<file path="src/rtl/newtag_issuer.sv">
// Round-robin tag issuer: keeps a free/busy bitmap, stages one free tag on a valid/ready
// output and takes tags back on a retire port. Define NEWTAG_ISSUER_CNT_EN for out_cnt.
module newtag_issuer #(
  parameter int TAG_W = 3
) (
  input  logic             clk,
  input  logic             rst_n,
  output logic             tag_valid,
  input  logic             tag_ready,
  output logic [TAG_W-1:0] tag,
  input  logic             ret_valid,
  input  logic [TAG_W-1:0] ret_tag,
  output logic             all_busy,
  output logic             err
`ifdef NEWTAG_ISSUER_CNT_EN
  ,
  output logic [TAG_W:0]   out_cnt
`endif
);

  localparam int NT = 1 << TAG_W;

  // Handshake: a tag transfers on a cycle where tag_valid & tag_ready are both 1;
  // tag_valid never drops and tag never changes until that transfer happens.
  typedef enum logic {ST_EMPTY = 1'b0, ST_STAGED = 1'b1} state_t;

  state_t           state_q, state_d;
  logic [NT-1:0]    busy_q, busy_d;
  logic [TAG_W-1:0] tag_q, tag_d;
  logic [TAG_W-1:0] ptr_q, ptr_d;
  logic             all_busy_q, all_busy_d;
  logic             err_q, err_d;

  logic             hs;
  logic             take;
  logic             found;
  logic [TAG_W-1:0] found_tag;
  logic             ret_staged;
  logic             ret_ok;
  logic             ret_bad;

  // Scan from highest offset down so the last hit is the nearest free tag at/after ptr.
  always_comb begin
    found     = 1'b0;
    found_tag = ptr_q;
    for (int i = NT - 1; i >= 0; i--) begin
      if (!busy_q[ptr_q + TAG_W'(i)]) begin
        found     = 1'b1;
        found_tag = ptr_q + TAG_W'(i);
      end
    end
  end

  assign hs         = (state_q == ST_STAGED) && tag_ready;
  assign take       = (state_q == ST_EMPTY) || hs;
  assign ret_staged = (state_q == ST_STAGED) && (ret_tag == tag_q);
  assign ret_ok     = ret_valid && busy_q[ret_tag] && !ret_staged;
  assign ret_bad    = ret_valid && !ret_ok;

  always_ff @(posedge clk or negedge rst_n) begin
    if (!rst_n) begin
      state_q <= ST_EMPTY;
    end else begin
      state_q <= state_d;
    end
  end

  always_comb begin
    state_d = state_q;
    case (state_q)
      ST_EMPTY:  if (found) state_d = ST_STAGED;
      ST_STAGED: if (hs && !found) state_d = ST_EMPTY;
      default:   state_d = ST_EMPTY;
    endcase
  end

  always_comb begin
    tag_valid = (state_q == ST_STAGED);
    tag       = tag_q;
    all_busy  = all_busy_q;
    err       = err_q;
  end

  // The newly staged tag is always FREE in busy_q, so it can never collide with a retire.
  always_comb begin
    busy_d = busy_q;
    tag_d  = tag_q;
    ptr_d  = ptr_q;
    if (ret_ok) begin
      busy_d[ret_tag] = 1'b0;
    end
    if (take && found) begin
      busy_d[found_tag] = 1'b1;
      tag_d             = found_tag;
      ptr_d             = found_tag + TAG_W'(1);
    end
    all_busy_d = &busy_d;
    err_d      = err_q | ret_bad;
  end

  always_ff @(posedge clk or negedge rst_n) begin
    if (!rst_n) begin
      busy_q     <= '0;
      tag_q      <= '0;
      ptr_q      <= '0;
      all_busy_q <= 1'b0;
      err_q      <= 1'b0;
    end else begin
      busy_q     <= busy_d;
      tag_q      <= tag_d;
      ptr_q      <= ptr_d;
      all_busy_q <= all_busy_d;
      err_q      <= err_d;
    end
  end

`ifdef NEWTAG_ISSUER_CNT_EN
  logic [TAG_W:0] cnt_q, cnt_d;

  always_comb begin
    cnt_d = cnt_q;
    case ({hs, ret_ok})
      2'b10:   cnt_d = cnt_q + (TAG_W+1)'(1);
      2'b01:   cnt_d = cnt_q - (TAG_W+1)'(1);
      default: cnt_d = cnt_q;
    endcase
  end

  always_ff @(posedge clk or negedge rst_n) begin
    if (!rst_n) begin
      cnt_q <= '0;
    end else begin
      cnt_q <= cnt_d;
    end
  end

  assign out_cnt = cnt_q;
`endif

endmodule

</file>
<file path="config.mk">
export PLATFORM = sky130hd
export DESIGN_NAME = newtag_issuer
export DESIGN_NICKNAME = d
export VERILOG_FILES = /design/src/rtl/newtag_issuer.sv
export SDC_FILE = /design/constraint.sdc
export NUM_CORES = 1
export LEC_CHECK = 0
export BUFFER_PORTS_ARGS = -buffer_cell sky130_fd_sc_hd__buf_2
export CAP_MARGIN = 20
export CORE_MARGIN = 10
export CORE_UTILIZATION = 55
export DETAILED_ROUTE_END_ITERATION = 10
export GPL_TIMING_DRIVEN = 1
export PLACE_DENSITY = 0.73
export REMOVE_ABC_BUFFERS = 1
export SYNTH_ARGS = -nofsm -noshare
export SYNTH_HDL_FRONTEND = slang
export SYNTH_SLANG_ARGS = --single-unit
</file>
<file path="constraint.sdc">
create_clock -name clk -period 3.8 [get_ports clk]
set_clock_uncertainty 0.05 [all_clocks]
set_input_delay 0.19 -clock clk [delete_from_list [all_inputs] [get_ports clk]]
set_output_delay 0.19 -clock clk [all_outputs]
set_load 0.005 [all_outputs]
</file>
==> flow_metrics.env <==
export IMPL_fin_util_pct=62.44
export IMPL_start_util_pct=57.56
export IMPL_numCtsBuffers=3
export IMPL_ys_types=54
export IMPL_clk_latency_ns=0.31
export IMPL_reg2regPathDepth=11
export IMPL_drt_iter0_drc=167
export IMPL_grt_start_max_net_pins=20
export IMPL_finalCritPeriodShare_pct=95.06
export IMPL_die_h_um=76.76
export IMPL_grtUsageTotal_pct=15.99
export IMPL_avgViaCountPerCell=6.743
export IMPL_fp_dieArea_um2=5891
export IMPL_path_class="register to register"
export IMPL_layout_cells_non_filler=241
export IMPL_finalSetupViolCount=0
export IMPL_num_fill_cells=256
export IMPL_grt_pass1_vias=1625
export IMPL_tightest_slew_ns=0.5399
export IMPL_slew_limit_headroom_pct=63.71
export IMPL_hold_end="err"
export IMPL_htree_levels=1
export IMPL_drc=0
export IMPL_synth_seq_cells=17
export IMPL_hp_class="input pin to register"
export IMPL_synth_ff_type="dfrtp_1"
export IMPL_vias=1625
export IMPL_root_buffer="clkbuf_4"
export IMPL_clk_pin_slew_ns=0.10
export IMPL_synthTopCellsByCount="dfrtp_1, nand2_1, mux2i_1"
export IMPL_overflow=0
export IMPL_wl_mm=4.644
export IMPL_cts_sinks=17
export IMPL_rr_startpoint="ptr_q[0]"
export IMPL_cts_tree="built"
export IMPL_holdCritStartpoint="ret_valid"
export IMPL_setup_worst_path_end_class="register"
export IMPL_drv_cap=0
export IMPL_fmax_mhz=276.8
export IMPL_grt_pass1_wl_mm=7.893
export IMPL_ant_nets=0
export IMPL_critPathRequiredTime_ns=3.98
export IMPL_place_hpwl_mm=3.536
export IMPL_async_reset_ff_share_pct=100.0
export IMPL_yosysTopAreaCellShare_pct=24.01
export IMPL_pin_count=13
export IMPL_post_drt_wl_per_cell_um=19.27
export IMPL_r2r_end="all_busy"
export IMPL_portBuffers=12
export IMPL_place_area_um2=1886
export IMPL_final_cell_area_um2=1922
export IMPL_cp_max_fo=19
export IMPL_drive_above_1_share_pct=22.34
export IMPL_dr_pass1_iters=4
export IMPL_crit_arrival_ns=3.79
export IMPL_min_path_cells=3
export IMPL_dpl_cell_count=236
export IMPL_rows=20
export IMPL_yosys_warnings=0
export IMPL_die_w_um=76.76
export IMPL_syn_avg_cell_area_um2=9.629
export IMPL_gp_congestion=0.9530
export IMPL_regArea_um2=425.4
export IMPL_core_um2=3078
export IMPL_n_antenna_cell=0
export IMPL_ys_seq_area_share_pct=24.01
export IMPL_synth_area_top_cells="dfrtp_1, mux4_2, mux2i_1"
export IMPL_yosysTopAreaCell="dfrtp_1"
export IMPL_netlist_area_um2=1772
export IMPL_multi_input_area_um2=1247
export IMPL_reg2reg_slack_ns=0.19
export IMPL_final_nets=207
export IMPL_post_synth_top_count_cell="dfrtp_1"
export IMPL_crit_path_start_kind="register"
export IMPL_drv_slew=0
export IMPL_area_growth_syn_to_layout_pct=8.474
export IMPL_rsz0062_at_grt="false"
export IMPL_clock_path_buffers=2
export IMPL_synth_edf_count=0
export IMPL_status="complete, no violations"
export IMPL_grt_antenna_before_repair=0
export IMPL_synth_cells=184
export IMPL_hold_viol=0
export IMPL_fin_crit_ns=3.612
==> layout by cell type, fill, tap and decap left out, types with 3 or more instances in the layout <==
cell       n
a21oi_1   10
mux4_2     9
buf_4      8
mux2i_1   12
mux4_1     4
inv_1     10
clkbuf_4   3
mux2_2     3
xnor2_1    8
o221ai_1   6
o31ai_1    8
buf_2     12
nand3_1    7
dfrtp_1   17
o21ai_0   10
nand2_1   13
nor2_1    10
nor3_1     4
==> how the worst max path moves through the flow <==
stage | startpoint | slack [ns] | to | cells past startpoint
after floorplan | ptr_q[0] | -0.07 | all_busy | 10
after global placement | ptr_q[0] | 0.39 | all_busy | 11
after detailed placement | ptr_q[0] | 0.24 | all_busy | 11
after CTS | ptr_q[0] | 0.19 | all_busy | 11
after global routing | ptr_q[0] | 0.02 | all_busy | 11
final | ptr_q[0] | 0.19 | all_busy | 11
==> final cells by class <==
cell class              instances  area share (%)
clock buffers                   4           1.367
flip-flops and latches         17           22.14
well taps                      44           2.865
repair buffers                 21           6.771
inverters                      10           1.953
multi-input cells             145           64.91
==> layer usage <==
metal / wire length (µm) / vias up / track usage, %
met4: 101 / 0 / 6.877
met2: 2338 / 72 / 26.56
met5: 0 / - / 0
met3: 258 / 13 / 2.797
li1: - / 755 / -
met1: 1946 / 785 / 19.74
==> repair_timing <==
action,4_1_cts,5_1_grt
buffers inserted,0,0
endpoints found under the setup margin,0,1
gates resized for setup,0,1
hold endpoints to repair,17,0
hold buffers,1,0
==> kinds of logic after synthesis <==
family / synth area share (%)
muxes: 26.91
and+or+nand+nor: 13.98
adders and majority gates: 1.412
xor gates and xnor gates: 5.368
DFF: 24.01
AOI/OAI and AO/OA: 22.74
buffers and inverters: 5.579
==> registers in the layout (all words and copies together) (netlist names) <==
register and count:
ptr_q 3, all_busy 1, err 1, busy_q 8, tag 3, tag_valid 1
==> worst max-delay path, stage by stage (launching register included) <==
cell	delay (ns)
dfrtp_1	0.40
buf_4	0.22
ha_1	0.30
xnor2_2	0.37
mux2i_1	0.26
o221ai_1	0.22
or4_1	0.61
a221oi_2	0.25
nor4_2	0.12
o31ai_1	0.39
nand4_1	0.14
nor3_1	0.20
==> stage by stage <==
stage / TNS (ns) / hold WS (ns) / setup slack, ns
2_1_floorplan: -0.06811 / -0.1556 / -0.06811
3_3_place_gp: 0 / 0.07406 / 0.3929
3_5_place_dp: 0 / 0.09192 / 0.2362
4_1_cts: 0 / 0.08686 / 0.1939
5_1_grt: 0 / 0.1017 / 0.02230
6_report: 0 / 0.08286 / 0.1876
Power is left out: the tool's default activity adds up to more than one toggle a clock period on the data nets, which glitch-free logic cannot reach.
